===== config.mk =====
export PLATFORM = sky130hd
export DESIGN_NAME = hd_uart_tx_ctrl
export DESIGN_NICKNAME = d
export VERILOG_FILES = /design/src/rtl/hd_uart_tx_ctrl.sv
export SDC_FILE = /design/constraint.sdc
export NUM_CORES = 1
export LEC_CHECK = 0
export BUFFER_PORTS_ARGS = -buffer_cell sky130_fd_sc_hd__buf_2
export CORE_ASPECT_RATIO = 1.2
export CORE_MARGIN = 2
export CORE_UTILIZATION = 60
export DETAILED_ROUTE_END_ITERATION = 12
export PLACE_DENSITY = 0.77
export SYNTH_ARGS = -nofsm -noshare
export SYNTH_HDL_FRONTEND = slang
export SYNTH_SLANG_ARGS = --single-unit

===== constraint.sdc =====
create_clock -name clk_i -period 4 [get_ports clk_i]
set_clock_uncertainty 0.1 [all_clocks]
set_input_delay 1.2 -clock clk_i [delete_from_list [all_inputs] [get_ports clk_i]]
set_output_delay 1.2 -clock clk_i [all_outputs]
set_load 0.01 [all_outputs]

===== src/rtl/hd_uart_tx_ctrl.sv =====
// Half-duplex 8N1 UART transmitter with byte FIFO and guarded direction enable.
// Define ECHO_CHECK_EN to compare line read-back against driven bits (collision_o).
module hd_uart_tx_ctrl #(
    parameter int CLK_HZ     = 50000000,
    parameter int BAUD       = 115200,
    parameter int FIFO_DEPTH = 16,
    parameter int GUARD_BITS = 1
) (
    input  logic       clk_i,
    input  logic       reset_i,
    input  logic [7:0] data_i,
    input  logic       wr_i,
    output logic       full_o,
    output logic       empty_o,
    output logic       overflow_o,
    output logic       txd_o,
    output logic       tx_en_o,
    output logic       busy_o,
    input  logic       rxd_i,
    output logic       collision_o
);
    localparam int DIV = CLK_HZ / BAUD;
    localparam int AW  = $clog2(FIFO_DEPTH);
    localparam int CW  = $clog2(DIV);
    localparam int GW  = (GUARD_BITS > 1) ? $clog2(GUARD_BITS) : 1;
    localparam logic [CW-1:0] BIT_LAST   = CW'(DIV - 1);
    localparam logic [GW-1:0] GUARD_LAST = GW'((GUARD_BITS > 0) ? GUARD_BITS - 1 : 0);

    typedef enum logic [2:0] {IDLE, LEAD, START, DATA, STOP, TRAIL} state_t;

    state_t        state_q, state_d;
    logic [CW-1:0] baud_q, baud_d;
    logic [GW-1:0] guard_q, guard_d;
    logic [2:0]    idx_q, idx_d;
    logic [7:0]    shreg_q, shreg_d;
    logic          bit_end, push, pop, txd_d;

    logic [7:0]    mem [FIFO_DEPTH];
    logic [AW-1:0] wr_ptr, rd_ptr;
    logic [AW:0]   count_q, count_d;

    assign bit_end = (baud_q == BIT_LAST);
    assign push    = wr_i && !full_o;

    always_comb begin
        state_d = state_q;
        baud_d  = bit_end ? '0 : baud_q + 1'b1;
        guard_d = guard_q;
        idx_d   = idx_q;
        shreg_d = shreg_q;
        pop     = 1'b0;
        case (state_q)
            IDLE: begin
                baud_d = '0;
                if (!empty_o) begin
                    guard_d = '0;
                    if (GUARD_BITS == 0) begin
                        state_d = START;
                        pop     = 1'b1;
                    end else begin
                        state_d = LEAD;
                    end
                end
            end
            LEAD: if (bit_end) begin
                if (guard_q == GUARD_LAST) begin
                    state_d = START;
                    pop     = 1'b1;
                end else begin
                    guard_d = guard_q + 1'b1;
                end
            end
            START: if (bit_end) begin
                state_d = DATA;
                idx_d   = '0;
            end
            DATA: if (bit_end) begin
                if (idx_q == 3'd7) state_d = STOP;
                else               idx_d   = idx_q + 1'b1;
            end
            STOP: if (bit_end) begin
                // Refilled FIFO keeps the burst going without a guard gap
                if (!empty_o) begin
                    state_d = START;
                    pop     = 1'b1;
                end else if (GUARD_BITS == 0) begin
                    state_d = IDLE;
                end else begin
                    state_d = TRAIL;
                    guard_d = '0;
                end
            end
            TRAIL: if (bit_end) begin
                if (guard_q == GUARD_LAST) state_d = IDLE;
                else                       guard_d = guard_q + 1'b1;
            end
            default: state_d = IDLE;
        endcase
        if (state_d != state_q) baud_d = '0;
        if (pop) shreg_d = mem[rd_ptr];

        // Line value is registered from the next-state view so txd_o has no decode glitches
        case (state_d)
            START:   txd_d = 1'b0;
            DATA:    txd_d = shreg_d[idx_d];
            default: txd_d = 1'b1;
        endcase

        count_d = count_q;
        case ({push, pop})
            2'b10:   count_d = count_q + 1'b1;
            2'b01:   count_d = count_q - 1'b1;
            default: count_d = count_q;
        endcase
    end

    always_ff @(posedge clk_i or posedge reset_i) begin
        if (reset_i) begin
            state_q    <= IDLE;
            baud_q     <= '0;
            guard_q    <= '0;
            idx_q      <= '0;
            shreg_q    <= '0;
            txd_o      <= 1'b1;
            tx_en_o    <= 1'b0;
            busy_o     <= 1'b0;
            wr_ptr     <= '0;
            rd_ptr     <= '0;
            count_q    <= '0;
            full_o     <= 1'b0;
            empty_o    <= 1'b1;
            overflow_o <= 1'b0;
        end else begin
            state_q    <= state_d;
            baud_q     <= baud_d;
            guard_q    <= guard_d;
            idx_q      <= idx_d;
            shreg_q    <= shreg_d;
            txd_o      <= txd_d;
            tx_en_o    <= (state_d != IDLE);
            busy_o     <= (state_d != IDLE);
            count_q    <= count_d;
            full_o     <= (count_d == (AW+1)'(FIFO_DEPTH));
            empty_o    <= (count_d == '0);
            overflow_o <= wr_i && full_o;
            if (push) wr_ptr <= wr_ptr + 1'b1;
            if (pop)  rd_ptr <= rd_ptr + 1'b1;
        end
    end

    always_ff @(posedge clk_i) begin
        if (push) mem[wr_ptr] <= data_i;
    end

`ifdef ECHO_CHECK_EN
    logic rx_s1, rx_s2, sample;

    // Mid-bit sample leaves room for the two synchroniser stages (DIV >= 4)
    assign sample = (state_q == START || state_q == DATA || state_q == STOP) &&
                    (baud_q == CW'(DIV / 2));

    always_ff @(posedge clk_i or posedge reset_i) begin
        if (reset_i) begin
            rx_s1       <= 1'b1;
            rx_s2       <= 1'b1;
            collision_o <= 1'b0;
        end else begin
            rx_s1 <= rxd_i;
            rx_s2 <= rx_s1;
            if (sample && (rx_s2 != txd_o)) collision_o <= 1'b1;
        end
    end
`else
    logic unused_rxd;
    assign unused_rxd  = rxd_i;
    assign collision_o = 1'b0;
`endif

endmodule

==> results by group <==
Cells and area
  • Area grow syn2layout: 10.5%
  • Fillers: between 700 and 800
  • Fin nets: 521
  • Share of post-route cells with drive strength above 1: 20.4%
  • Antenna cells: 0

GRT
  • Largest net degree at the start of global routing: 38
  • First-pass GRT wire length: around 21,000 µm
  • Vias in the first global route: roughly 4,000
  • Antenna violations before repair: 0
  • Grt ovf: 0
  • GRT Util Overall: between 20% and 30%

CTS
  • Inserted Clock Buffers: 17
  • Clock transition at path regs: 0.06 ns
  • Hold-fix buffers at CTS: 0
  • Clock root buffer: clkbuf_16
  • Clock sink total: roughly 170
  • CTS tree: built
  • Clk_lat worst skew: 0.42 ns
  • Htree depth: 4
  • Post-CTS sizing: 0
  • Setup Fix Bufs, Post-CTS: 0
  • CTS Buffer Depth: 2

Power and ir drop
  • Sw frac: about 25%
  • Clk network pwr share: between 30% and 40%
  • Internal Power: 3.23 mW
  • Cell area power density: approximately 540 nW/µm²
  • P_sw: 1.08 mW
  • Static leakage: 2.83 nW
  • Sequential power share: 52.3%
  • Logic pwr share: 10.8%
  • PnR Total Power: 4.30 mW
  • Maximum vdd drop: 0.482 mV

Detailed routing
  • Vias: 3,994
  • Met3 wire len: 509 µm
  • Per-cell routed wire length: 19.5 µm
  • Final wirelength: 13,000 µm
  • Top Metal Used: met4
  • First DRT Iteration DRCs: 380
  • Routed wl met2: approximately 6900 µm
  • Vias per inst: about 6
  • Antenna Violating Nets Remaining: 0
  • Metal-1 WL: 5410 µm
  • DRC: 0
  • DR pass1 iterations: 5

Synthesis
  • Avg Cell Area, Syn: ~15 µm²
  • Simple-gate share of the synthesized area: between 9 and 10%
  • Mux share of post-synthesis cell area: 10.7%
  • Post-synth top area cell: edfxtp_1
  • Ys flop type: edfxtp_1
  • Post-synthesis async set-or-reset flop share: 24.3%
  • Post-synth top cells: edfxtp_1 (128), nand2_1 (47), nor2_1 (40)
  • Syn_nets: 498
  • Post-Synth Adder-Cell Area: 1.90%
  • Mapped Area: 7230 µm²
  • Synth Area in XOR/XNOR: roughly 2.3%
  • YS warnings: 0
  • Number of flops mapped to enable cells by yosys: between 100 and 150
  • Unique masters post-synth: between 60 and 70
  • Synth area leaders: edfxtp_1 (53%), dfrtp_1 (13%), mux4_2 (7.5%)
  • Share of the synthesized area in the top cell type: approximately 53%
  • Largest family of logic cells by synthesized area: multiplexers
  • Complex-gate fraction of the synthesized area: 4.91%
  • Top-count cell post-synth: edfxtp_1
  • Gate Count Post-Synth: 475
  • Number of synthesized register bits: 169
  • Sequential area share after synthesis: 67.3%

Critical path
  • CP max FO: 10
  • CP Launch Type: register
  • Arr. time, crit path: 3.67 ns
  • CP Data Required Time: 4.25 ns
  • WS Path Type: reg2reg
  • Nature of the critical path endpoint: register

Timing
  • RSZ-0062 raised after global routing: no
  • Slew Viols, Final: 0
  • Max-slew headroom: 35.8%
  • Endpoints failing setup: 0
  • Fmax: around 290 MHz
  • Measured slew at the worst slew-check pin: 0.963 ns
  • Final critical-path share of the clock period: 85.6%
  • Final hold violation count: 0
  • Setup_tns: 0 ns
  • Final worst path period need: 3.42 ns

Outcome
  • Outcome: complete, no violations

Place
  • Post-DP HPWL: 8590 µm
  • Input/output buffers: 16
  • GPL Wtd Cong: 0.860

Die
  • Chip height: 124 µm
  • Total core area: 11,700 µm²
  • Die Wd: 104 µm
  • Die area: 13,000 µm²
  • Starting Density: 62.0%
  • I/O pins: 19
  • FP Rows: 43

Hold path
  • Min-delay worst type: reg2reg

Flow run
  • Max Cap Viol: 0
==> power groups by stage <==
stage | Combinational (mW) | Sequential (mW) | Clock (mW)
CTS | 0.474 | 2.25 | 1.62
global placement | 0.451 | 2.27 | 0
floorplan | 0.362 | 2.23 | 0
detailed placement | 0.470 | 2.29 | 0
finish | 0.466 | 2.25 | 1.59
global route | 0.527 | 2.28 | 1.69
==> routing by layer <==
layer	GRT usage (%)	up-vias
met5	0	-
met4	8.19	0
met3	5.55	23
met2	37.2	98
met1	27.3	2035
li1	-	1838
==> through the flow <==
| stage | cell area (µm²) | setup WS, ns | cells | util [%] | hold WS, ns |
|---|---|---|---|---|---|
| 3_3_place_gp | 7420 | 0.476 | 636 | 63.5 | 0.344 |
| 4_1_cts | 8000 | 0.530 | 668 | 68.5 | 0.371 |
| 5_1_grt | 8000 | 0.232 | 668 | 68.5 | 0.384 |
| 6_report | 8000 | 0.577 | 668 | 68.5 | 0.374 |
| 2_1_floorplan | 7230 | 0.344 | 475 | - | 0.328 |
| 3_5_place_dp | 7420 | 0.404 | 636 | 63.5 | 0.355 |
==> final cells by class <==
type	count	area, µm²	share of cell area (%)
clock buffer	18	429	5.37
clock inverter	14	149	1.86
inverter	14	52.6	0.657
multi-input combinational	270	2140	26.7
sequential	169	4870	61.0
tap	157	196	2.46
timing repair buffer	26	155	1.94
==> critical path: stages (launching register included) <==
cell and delay (ns):
dfrtp_1 0.39, inv_1 0.07, ha_1 0.14, and4b_1 0.34, nand2_4 0.12, nor3_1 0.20
buf_4 0.16, ha_1 0.28, xor2_1 0.11, ha_1 0.24, a21oi_1 0.16, xnor2_1 0.14
nand2b_1 0.08, xnor2_1 0.13, or4_1 0.54, nor2b_1 0.14
==> final timing paths <==
kind / cells after the start / slack, ns / start / to
setup / recovery: 15 / 0.58 / baud_q[1]$_DFF_PP0_ / full_o$_DFF_PP0_
hold / removal: 1 / 0.37 / count_q[4]$_DFF_PP0_ / count_q[4]$_DFF_PP0_
setup reg to reg: 15 / 0.58 / baud_q[1]$_DFF_PP0_ / full_o$_DFF_PP0_
hold reg to reg: 1 / 0.37 / count_q[4]$_DFF_PP0_ / count_q[4]$_DFF_PP0_
max in group asynchronous: 3 / 2.49 / reset_i / rd_ptr[0]$_DFFE_PP0N_
min in group asynchronous: 2 / 0.57 / reset_i / wr_ptr[3]$_DFFE_PP0P_
==> logic make-up (layout without fill, tap and decap cells) <==
group,count (synthesis),in the layout
AOI/OAI and AO/OA,50,50
adders and majority gates,11,11
other,1,1
and+or+nand+nor,146,146
muxes,43,43
buffers and inverters,36,72
xor gates and xnor gates,19,19
DFF,169,169
==> sequential cells by signal, summed over array words and instances, names as in the netlist, 3 cells and up <==
| name | cells |
|---|---|
| baud_q | 9 |
| count_q | 5 |
| idx_q | 3 |
| mem | 128 |
| rd_ptr | 4 |
| shreg_q | 8 |
| state_q | 3 |
| wr_ptr | 4 |
==> layout by cell type, fill, tap and decap left out, types with 11 or more instances in the layout <==
cell	instances
buf_2	16
clkbuf_16	17
inv_1	14
nand3_1	16
o21ai_0	12
ha_1	11
dfrtp_1	37
mux4_2	24
nand2_1	47
nor2_1	40
edfxtp_1	128
xnor2_1	13
Note: power is estimated with default switching activity, not from simulation.
